**src/rtl/chess_cell_scanner.sv**
```systemverilog
// -----------------------------------------------------------------------------
// chess_cell_scanner
//
// One board-square cell of the move scanner. It holds the square's piece and
// index, emits that piece's sliding/king/pawn attack rays and knight jumps to
// the neighbouring cells, and forwards rook/bishop rays across an empty square
// (one registered hop per square). During a SETTLE-cycle scan window it
// latches the first engine-colour attack arriving on each ray/knight slot,
// then drains the latched moves one at a time over a valid/ready handshake.
//
// Ports
//   clk, rst        clock, synchronous active-high reset
//   engine_color    side whose moves are collected (1 = white, 0 = black)
//   load            latch piece_in / pos_in (IDLE only)
//   piece_in        {color, rook, bishop, king, pawn, knight}, 0 = empty
//   pos_in          this square's index
//   start           begin a scan (IDLE only)
//   ray_in          N_DIR words {color, attack, origin} from neighbour d
//   kn_in           N_KN words {color, valid, origin} from knight offset k
//   ray_out         N_DIR words to neighbour d (registered)
//   kn_out          N_KN words to knight offset k (registered)
//   move_valid      move_data holds a captured move
//   move_ready      consumer accepts the presented move
//   move_data       {from, to, capture}
//   busy            high in SCAN or DRAIN
//   done            one-cycle pulse as DRAIN returns to IDLE
// -----------------------------------------------------------------------------
module chess_cell_scanner #(
    parameter int POS_W  = 6,
    parameter int ATK_W  = 4,
    parameter int N_DIR  = 8,
    parameter int N_KN   = 8,
    parameter int SETTLE = 7
) (
    input  logic                              clk,
    input  logic                              rst,
    input  logic                              engine_color,
    input  logic                              load,
    input  logic [5:0]                        piece_in,
    input  logic [POS_W-1:0]                  pos_in,
    input  logic                              start,
    input  logic [N_DIR*(1+ATK_W+POS_W)-1:0]  ray_in,
    input  logic [N_KN*(2+POS_W)-1:0]         kn_in,
    output logic [N_DIR*(1+ATK_W+POS_W)-1:0]  ray_out,
    output logic [N_KN*(2+POS_W)-1:0]         kn_out,
    output logic                              move_valid,
    input  logic                              move_ready,
    output logic [2*POS_W:0]                  move_data,
    output logic                              busy,
    output logic                              done
);

    localparam int RAY_W  = 1 + ATK_W + POS_W;
    localparam int KN_W   = 2 + POS_W;
    localparam int N_SLOT = N_DIR + N_KN;
    localparam int SEL_W  = (N_SLOT > 1) ? $clog2(N_SLOT) : 1;
    localparam int CNT_W  = (SETTLE > 1) ? $clog2(SETTLE) : 1;

    // attack field bit positions, MSB first {rook, bishop, king, pawn}
    localparam int A_ROOK   = ATK_W - 1;
    localparam int A_BISHOP = ATK_W - 2;
    localparam int A_KING   = ATK_W - 3;
    localparam int A_PAWN   = ATK_W - 4;

    // piece word bit positions
    localparam int P_COLOR  = 5;
    localparam int P_ROOK   = 4;
    localparam int P_BISHOP = 3;
    localparam int P_KING   = 2;
    localparam int P_PAWN   = 1;
    localparam int P_KNIGHT = 0;

    typedef enum logic [1:0] {
        S_IDLE  = 2'd0,
        S_SCAN  = 2'd1,
        S_DRAIN = 2'd2
    } state_t;

    state_t              state_q, state_d;
    logic [CNT_W-1:0]    cnt_q, cnt_d;
    logic [5:0]          piece_q, piece_d;
    logic [POS_W-1:0]    pos_q, pos_d;
    logic [N_SLOT-1:0]   pending_q, pending_d;
    logic [POS_W-1:0]    org_q [N_SLOT];
    logic [N_SLOT-1:0]   cap_q;

    logic [RAY_W-1:0]    ray_out_q [N_DIR];
    logic [RAY_W-1:0]    ray_out_d [N_DIR];
    logic [KN_W-1:0]     kn_out_q  [N_KN];
    logic [KN_W-1:0]     kn_out_d  [N_KN];

    logic [N_SLOT-1:0]   hit;
    logic [POS_W-1:0]    hit_org [N_SLOT];

    logic                occupied;
    logic                enemy;
    logic                occ_ok;
    logic                scan_hold;
    logic                any_pending;
    logic [SEL_W-1:0]    sel_idx;

    assign occupied = |piece_q;
    // an occupied square is only a target when it holds the non-engine side
    assign enemy    = occupied && (piece_q[P_COLOR] != engine_color);
    assign occ_ok   = !occupied || enemy;

    // Outputs are driven only while the scan continues into the next cycle,
    // so the registered words are zero on the first SCAN cycle and in DRAIN.
    assign scan_hold = (state_q == S_SCAN) && (state_d == S_SCAN);

    // -------------------------------------------------------------------------
    // Ray emission and forwarding, one generate branch per output direction.
    // Output d forwards what arrives from the opposite neighbour; opposite is
    // d^1 for the orthogonal pairs and d^3 for the diagonal pairs.
    // -------------------------------------------------------------------------
    genvar gi;
    generate
        for (gi = 0; gi < N_DIR; gi++) begin : g_dir
            localparam int SRC = (gi < 4) ? (gi ^ 1) : (gi ^ 3);
            localparam bit UP_DIAG = (gi == 4) || (gi == 5);
            localparam bit DN_DIAG = (gi == 6) || (gi == 7);

            logic [RAY_W-1:0] src_word;
            logic [ATK_W-1:0] own_atk;
            logic [ATK_W-1:0] fwd_atk;

            assign src_word = ray_in[SRC*RAY_W +: RAY_W];

            if (gi < 4) begin : g_orth
                always_comb begin
                    own_atk          = '0;
                    own_atk[A_ROOK]  = piece_q[P_ROOK];
                    own_atk[A_KING]  = piece_q[P_KING];
                    fwd_atk          = '0;
                    fwd_atk[A_ROOK]  = src_word[POS_W + A_ROOK];
                end
            end else begin : g_diag
                always_comb begin
                    own_atk           = '0;
                    own_atk[A_BISHOP] = piece_q[P_BISHOP];
                    own_atk[A_KING]   = piece_q[P_KING];
                    // pawns attack forward only: white up, black down
                    own_atk[A_PAWN]   = piece_q[P_PAWN] &
                                        (piece_q[P_COLOR] ? UP_DIAG : DN_DIAG);
                    fwd_atk           = '0;
                    fwd_atk[A_BISHOP] = src_word[POS_W + A_BISHOP];
                end
            end

            always_comb begin
                ray_out_d[gi] = '0;
                if (scan_hold) begin
                    if (occupied) begin
                        if (|own_atk)
                            ray_out_d[gi] = {piece_q[P_COLOR], own_atk, pos_q};
                    end else if (|fwd_atk) begin
                        ray_out_d[gi] = {src_word[RAY_W-1], fwd_atk,
                                         src_word[POS_W-1:0]};
                    end
                end
            end

            assign ray_out[gi*RAY_W +: RAY_W] = ray_out_q[gi];
        end

        for (gi = 0; gi < N_KN; gi++) begin : g_kn
            assign kn_out_d[gi] = (scan_hold && piece_q[P_KNIGHT]) ?
                                  {piece_q[P_COLOR], 1'b1, pos_q} : '0;
            assign kn_out[gi*KN_W +: KN_W] = kn_out_q[gi];
        end

        // ---------------------------------------------------------------------
        // Capture qualification per slot: rays occupy slots 0..N_DIR-1,
        // knights follow.
        // ---------------------------------------------------------------------
        for (gi = 0; gi < N_DIR; gi++) begin : g_ray_cap
            logic [RAY_W-1:0] w;
            logic [ATK_W-1:0] atk;
            logic             pawn_only;

            assign w         = ray_in[gi*RAY_W +: RAY_W];
            assign atk       = w[POS_W +: ATK_W];
            assign pawn_only = (atk == ATK_W'(1));
            // a pawn only attacks diagonally onto an enemy piece
            assign hit[gi]   = (w[RAY_W-1] == engine_color) && (|atk) &&
                               occ_ok && (!pawn_only || enemy);
            assign hit_org[gi] = w[POS_W-1:0];
        end

        for (gi = 0; gi < N_KN; gi++) begin : g_kn_cap
            logic [KN_W-1:0] w;

            assign w = kn_in[gi*KN_W +: KN_W];
            assign hit[N_DIR+gi]     = w[KN_W-2] && (w[KN_W-1] == engine_color) &&
                                       occ_ok;
            assign hit_org[N_DIR+gi] = w[POS_W-1:0];
        end
    endgenerate

    // -------------------------------------------------------------------------
    // Drain selection: lowest pending slot wins.
    // -------------------------------------------------------------------------
    assign any_pending = |pending_q;

    always_comb begin
        sel_idx = '0;
        for (int i = N_SLOT - 1; i >= 0; i--) begin
            if (pending_q[i])
                sel_idx = SEL_W'(i);
        end
    end

    assign busy       = (state_q == S_SCAN) || (state_q == S_DRAIN);
    assign move_valid = (state_q == S_DRAIN) && any_pending;
    assign done       = (state_q == S_DRAIN) && !any_pending;
    assign move_data  = move_valid ? {org_q[sel_idx], pos_q, cap_q[sel_idx]}
                                   : '0;

    // -------------------------------------------------------------------------
    // FSM next state
    // -------------------------------------------------------------------------
    always_comb begin
        state_d   = state_q;
        cnt_d     = cnt_q;
        piece_d   = piece_q;
        pos_d     = pos_q;
        pending_d = pending_q;

        unique case (state_q)
            S_IDLE: begin
                if (load) begin
                    piece_d = piece_in;
                    pos_d   = pos_in;
                end
                if (start) begin
                    state_d   = S_SCAN;
                    cnt_d     = '0;
                    pending_d = '0;
                end
            end

            S_SCAN: begin
                // pending bits are sticky, so only the first arrival counts
                pending_d = pending_q | hit;
                if (cnt_q == CNT_W'(SETTLE - 1))
                    state_d = S_DRAIN;
                else
                    cnt_d = cnt_q + 1'b1;
            end

            S_DRAIN: begin
                if (!any_pending)
                    state_d = S_IDLE;
                else if (move_ready)
                    pending_d[sel_idx] = 1'b0;
            end

            default: state_d = S_IDLE;
        endcase
    end

    // -------------------------------------------------------------------------
    // State registers
    // -------------------------------------------------------------------------
    always_ff @(posedge clk) begin
        if (rst) begin
            state_q   <= S_IDLE;
            cnt_q     <= '0;
            piece_q   <= '0;
            pos_q     <= '0;
            pending_q <= '0;
            for (int i = 0; i < N_DIR; i++)
                ray_out_q[i] <= '0;
            for (int i = 0; i < N_KN; i++)
                kn_out_q[i] <= '0;
        end else begin
            state_q   <= state_d;
            cnt_q     <= cnt_d;
            piece_q   <= piece_d;
            pos_q     <= pos_d;
            pending_q <= pending_d;
            for (int i = 0; i < N_DIR; i++)
                ray_out_q[i] <= ray_out_d[i];
            for (int i = 0; i < N_KN; i++)
                kn_out_q[i] <= kn_out_d[i];
        end
    end

    // Payload is only read under a pending bit, so it needs no reset.
    always_ff @(posedge clk) begin
        for (int i = 0; i < N_SLOT; i++) begin
            if ((state_q == S_SCAN) && hit[i] && !pending_q[i]) begin
                org_q[i] <= hit_org[i];
                cap_q[i] <= occupied;
            end
        end
    end

endmodule

```
**config.mk**
```make
export PLATFORM = sky130hd
export DESIGN_NAME = chess_cell_scanner
export DESIGN_NICKNAME = d
export VERILOG_FILES = /design/src/rtl/chess_cell_scanner.sv
export SDC_FILE = /design/constraint.sdc
export NUM_CORES = 1
export LEC_CHECK = 0
export ABC_AREA = 1
export BUFFER_PORTS_ARGS = -buffer_cell sky130_fd_sc_hd__buf_2
export CORE_ASPECT_RATIO = 1.75
export CORE_MARGIN = 5
export CORE_UTILIZATION = 50
export DETAILED_ROUTE_END_ITERATION = 16
export PLACE_DENSITY_LB_ADDON = 0.2
export SLEW_MARGIN = 25
export SYNTH_ARGS = -nofsm -noshare
export SYNTH_HDL_FRONTEND = slang
export SYNTH_SLANG_ARGS = --single-unit
```
**constraint.sdc**
```tcl
create_clock -name clk -period 3.25 [get_ports clk]
set_clock_uncertainty 0.1 [all_clocks]
set_input_delay 0.325 -clock clk [delete_from_list [all_inputs] [get_ports clk]]
set_output_delay 0.325 -clock clk [all_outputs]
set_load 0.005 [all_outputs]
```
* Yosys cells after proc, flatten, opt, wreduce, memory -nomap -nowiden
Memories as Yosys holds them, arrays and structs flattened.
Index checks and enable logic that the tools add are counted.
** Word-level totals
- Bits in registers :: 49
- Bits in writable memories :: 248
- Bits of input ports :: 170
- Output and inout port bits :: 168
- Logic and storage cells :: 327
- Memories :: 3
** Memory list
- org_q :: words 16, width 6, read ports 1, clocked after memory_dff 0, wr ports 16, RTL line 84 : logic [POS_W-1:0] org_q [N_SLOT];
- ray_out_q :: words 8, width 11, read ports 8, clocked after memory_dff 0, wr ports 8, RTL line 87 : logic [RAY_W-1:0] ray_out_q [N_DIR];
- kn_out_q :: words 8, width 8, read ports 8, clocked after memory_dff 0, wr ports 8, RTL line 89 : logic [KN_W-1:0] kn_out_q [N_KN];
** Cells by class
- Add/sub/neg operators :: 1
- $lt $le $gt $ge :: 2
- Equality and inequality tests :: 33
- Multiplexer cells :: 113
- Bitwise operators :: 21
- Reduce and logical (&&, ||, !) cells :: 133
** Operators with widths (count)
- 2-to-1 mux 11 bit :: 35
- logical AND 1 bit :: 78
- 2-to-1 mux 8 bit :: 9
- 2-to-1 mux 4 bit :: 16
- 2-to-1 mux 16 bit :: 3
- case mux 16 bit (3 select lines) :: 1
- 2-to-1 mux 1 bit :: 39
- == test 4 x 1 -> 1 bit (second input constant) :: 8
- OR reduction 4 bit :: 8
- zero test 1 bit :: 26
- bitwise AND 16 bit :: 1
- == test 1 bit :: 16
- inverter 16 bit :: 1
- bitwise OR 1 bit :: 16
- bitwise OR 16 bit :: 1
- OR reduction 16 bit :: 1
- 2-to-1 mux 13 bit :: 1
- logical OR 1 bit :: 10
- inequality test 2 bit (second input constant) :: 4
- 2-to-1 mux 2 bit :: 3
- 2-to-1 mux 3 bit :: 2
- case mux 2 bit (3 select lines) :: 1
- case mux 3 bit (2 select lines) :: 1
- OR reduction 3 bit :: 2
- 18 further kinds :: 20

* Logic depth before layout (Yosys ltp)
- Word-level depth :: 25
- Gate-level depth with buffers :: 22
- Mapped depth without buffers :: 21

* Worst setup path before layout
No wires, ideal clock.
- Kind :: register to register
- From :: register piece_q[5]
- To :: register cap_q[0], enable pin
- Setup time :: 360 ps
- Data arrival time :: 1794 ps
- Required time :: 2790 ps
- Setup slack :: 996 ps
- Cell stages (with the launch flop) :: 8
- Buffers on the path :: 1
- Clock period less this slack :: 2254 ps
- Cells stage by stage :: dfxtp_1 -> inv_1 -> nand4_1 -> clkbuf_1 -> nand3_1 -> nand2_1 -> nand3_1 -> nor2_1
** Between the ends
- Longest elaborated chain between the ends :: 7
- Elaborated cells between the ends (all ways) :: 10
- Classes of those cells :: eq/ne (1); reduce/logical (9)
** RTL lines
- from (decl) :: RTL line 81 : logic [5:0] piece_q, piece_d;
- from (signal assigned) :: RTL line 279 : piece_q <= piece_d;
- OR reduction 6 bit (*) :: RTL line 102 : assign occupied = |piece_q;
- net occupied :: RTL line 95 : logic occupied;
- zero test 1 bit / logical AND 1 bit (equally long branches) :: RTL line 105, 104
- logical OR 1 bit :: RTL line 105 : assign occ_ok = !occupied || enemy;
- logical AND 1 bit :: RTL line 185 : assign hit[gi] = (w[RAY_W-1] == engine_color) && (|atk) &&
- logical AND 1 bit (*) :: RTL line 186 : occ_ok && (!pawn_only || enemy);
- logical AND 1 bit (*) (2 in a row) :: RTL line 292 : if ((state_q == S_SCAN) && hit[i] && !pending_q[i]) begin
- to (signal, indexed assignment) :: RTL line 294 : cap_q[i] <= occupied;
- to (decl) :: RTL line 85 : logic [N_SLOT-1:0] cap_q;
The timed path passes the listed nets; every way through them passes the cells marked *.
A chain may end at the register's enable or synchronous reset.

* Worst setup path after layout
- From :: register pending_q[14]
- To :: output port move_data[11]
** Between the ends
- Longest elaborated chain between the ends :: 17
- Elaborated cells between the ends (all ways) :: 19
- Classes of those cells :: mux (16); reduce/logical (2); memory (1)
** RTL lines
- from (decl) :: RTL line 83 : logic [N_SLOT-1:0] pending_q, pending_d;
- from (signal assigned) :: RTL line 281 : pending_q <= pending_d;
- 2-to-1 mux 4 bit (15 in a row) :: RTL line 208 : if (pending_q[i])
- memory read (16 x 6 bit)
- 2-to-1 mux 13 bit (*) :: RTL line 216 : assign move_data = move_valid ? {org_q[sel_idx], pos_q, cap_q[sel_idx]}
- to (decl) :: RTL line 48 : output logic [2*POS_W:0] move_data,
Mark *: on every way between the ends. The rest lies on a longest branch, timed or not.

==> results_dict.tcl <==
set metrics [dict create \
    status "complete, no violations" \
    clk_path_buf_depth 3 \
    dr.pass1.iters 6 \
    cp-start-kind "register" \
    max-vdd-ir-drop_mv 0.4803 \
    critPathArrivalTime_ps 2730 \
    ys_seq_area_share_pct 50.29 \
    cts-root-buf "clkbuf_16" \
    nets 1775 \
    hold_start "ray_in[76]" \
    min_period_over_period_pct 97.14 \
    coreArea_um2 21980 \
    gr-total-overflow 0 \
    clkLatencyLatePin_ps 520 \
    finalHoldViolCount 0 \
    postSynthAreaPerCell_um2 9.191 \
    wirelength_um 37490 \
    crit_path_end_kind "primary output" \
    critPathLaunch "pending_q[14]" \
    die-area_um2 25320 \
    worstMarginPinSlew_ps 858.8 \
    start_util_pct 50.34 \
    use_met3_pct 4.635 \
    met1_usage_pct 29.07 \
    grt_pass1_wl_um 54280 \
    critical_path.max_fanout 7 \
    numCtsBuffers 22 \
    relSlewSlack_pct 42.53 \
    grt_pass1_vias 9953 \
    synthToLayoutAreaGrowth_pct 32.21 \
    die_w_um 122.5 \
    cts_sinks 222 \
    fin_crit_ps 3157 \
    synthesis.area_um2 11070 \
    tritoncts "yes" \
    vias_per_cell 5.159 \
    io_pins 338 \
    antenna_found_initial 1 \
    finalSetupViolations 0 \
    drc 0 \
    whs_ps 22.87 \
    rsz0062_at_grt "yes" \
    worstSetupPathType "register to primary output" \
    grt_usage_pct 28.50 \
    antenna_left 0 \
    num_rows 72 \
    drt_first_iter_violations 648 \
    ys_warn_count 0 \
    via_count 9864 \
    wl_per_cell_um 19.61 \
    ys_types 45 \
    p_total_mw 6.618 \
    io_buffer_count 325 \
    grt_max_degree 49 \
    synth_cells 1204 \
    layout-drive-gt1-share_pct 32.51 \
    reg2reg_from "pending_q[14]" \
    powerDensity_nw_per_um2 452.3 \
    grt_use_met2_pct 51.41 \
    cp.required_ps 2820 \
    htree_levels 1 \
    die_height_um 206.8 \
    timing.fmax_mhz 316.7 \
    cellLeakagePower_nw 6.569 \
    cts.reportedPaths.clkPinSlew_ps 70 \
    holdCritPathClass "input port to register" \
    slew_viol_final 0 \
    busiest_layer "met2" \
    synth-seq-cells 222 \
    drv_cap 0 \
    dpl.hpwl_um 26950 \
    gp_congestion 0.8915 \
    rrSetupSlack_ps 640 \
]
per-stage QoR:
stage / setup slack [ps] / cells / utilization (%) / TNS [ps] / instance area (µm²)
after floorplan: 996.1 / 1215 / - / 0 / 11110
after global placement: 468.5 / 1738 / 56.42 / 0 / 12400
after detailed placement: 431.5 / 1738 / 56.42 / 0 / 12400
after CTS: 15.51 / 1889 / 64.80 / 0 / 14240
after global routing: -77.63 / 1912 / 66.56 / -348.3 / 14630
final: 92.80 / 1912 / 66.56 / 0 / 14630
critical path, stage by stage, from the launching register on:
cell      delay [ps]
dfxtp_4          360
inv_2             60
nand2_2           40
nand2_1           60
nand2_1           50
nand2_1           50
nand2_1           40
nand2_1           50
nand2_1           50
nand2_1           50
nand2_1           40
nand2_1           70
nand2_2           70
nand2_4          110
nand2_8           90
buf_12           170
a21oi_4          190
buf_12           150
nand3b_1          90
nand3_1           80
nand2_1           50
nand2_1           90
nor2_1            60
buf_2            120
sequential cells by signal, summed over array words and instances (netlist names):
register   flops
kn_out_q       8
ray_out_q     69
cnt_q          3
pos_q          6
pending_q     16
state_q        2
org_q         96
cap_q         16
piece_q        6
power breakdown:
| group | internal, mW | switching (mW) |
|---|---|---|
| registers | 3.03 | 0.0339 |
| clock network | 1.42 | 1.11 |
| logic | 0.395 | 0.630 |
final timing paths:
| kind | end | cells after the start |
|---|---|---|
| setup / recovery | move_data[11] | 23 |
| setup reg to reg | pending_q[11] | 24 |
| hold reg to reg | piece_q[0] | 2 |
| hold / removal | ray_out_q[1][21] | 3 |
kinds of logic after synthesis:
kind of cell / count (synthesis) / synth area share [%]
adder cells (fa/ha/maj): 6 / 0.6784
other: 1 / 0.03389
flip-flops: 222 / 50.29
buffers and inverters: 289 / 14.10
AND/OR/NAND/NOR: 534 / 26.59
XOR/XNOR: 11 / 0.8706
AO/OA/AOI/OAI: 141 / 7.429
cells in the final DEF (no fill, tap or decap), drive strengths merged:
master	n
buf	377
nor2	174
nand2	168
inv	161
edfxtp	112
dfxtp	110
dlygate4sd3	109
nand3	96
a21oi	94
nand4	48
nand3b	31
clkbuf	31
o21ai	20
conb	12
nor3	12
xnor2	10
a211oi	10
clkinv	9
ha	6
a22oi	5
o21a	5
o211ai	3
or3	2
diode	1
nor4	1
clkinvlp	1
xor2	1
or2	1
o31ai	1
o21bai	1
a2111o	1
and2	1
o22ai	1
bufinv	1
layer usage:
| layer | wire [µm] | vias up |
|---|---|---|
| met5 | 0 | - |
| met4 | 3107 | 0 |
| met3 | 2455 | 142 |
| met2 | 19350 | 531 |
| met1 | 12580 | 4535 |
| li1 | - | 4656 |
final cells by class:
| type | count | area (µm²) |
|---|---|---|
| Clock inverter | 12 | 107.6 |
| Fill cell | 1780 | 7351 |
| Inverter | 160 | 614.3 |
| Tap cell | 296 | 370.4 |
| Clock buffer | 28 | 606.8 |
| Sequential cell | 222 | 5575 |
| Timing Repair Buffer | 489 | 3273 |
| Antenna cell | 1 | 2.502 |
| Multi-Input combinational cell | 704 | 4080 |
cell usage after synthesis, drive strengths merged:
library cell / count / area share, %
a2111o: 1 / 0.19
a211oi: 10 / 0.68
a21oi: 94 / 4.5
a22oi: 5 / 0.34
and2: 1 / 0.057
buf: 112 / 8.1
clkbuf: 17 / 0.58
clkinv: 1 / 0.034
conb: 1 / 0.034
dfxtp: 110 / 20
edfxtp: 112 / 30
ha: 6 / 0.68
inv: 159 / 5.4
nand2: 168 / 6.2
nand3: 96 / 4.4
nand3b: 31 / 2.1
nand4: 48 / 2.7
nor2: 174 / 10
nor3: 12 / 0.59
nor4: 1 / 0.11
o211ai: 3 / 0.20
o21a: 5 / 0.34
o21ai: 20 / 0.90
o21bai: 1 / 0.068
o22ai: 1 / 0.057
o31ai: 1 / 0.19
or2: 1 / 0.057
or3: 2 / 0.11
xnor2: 10 / 0.79
xor2: 1 / 0.079
timing repair:
action | in CTS | in global routing
setup buffers | 2 | 19
endpoints found under the setup margin | 7 | 7
pin swaps | 1 | 20
gates cloned | 0 | 3
hold buffers | 109 | 0
endpoints found under the hold margin | 117 | 0
resized for setup | 1 | 47
Note: power is estimated with default switching activity, not from simulation.
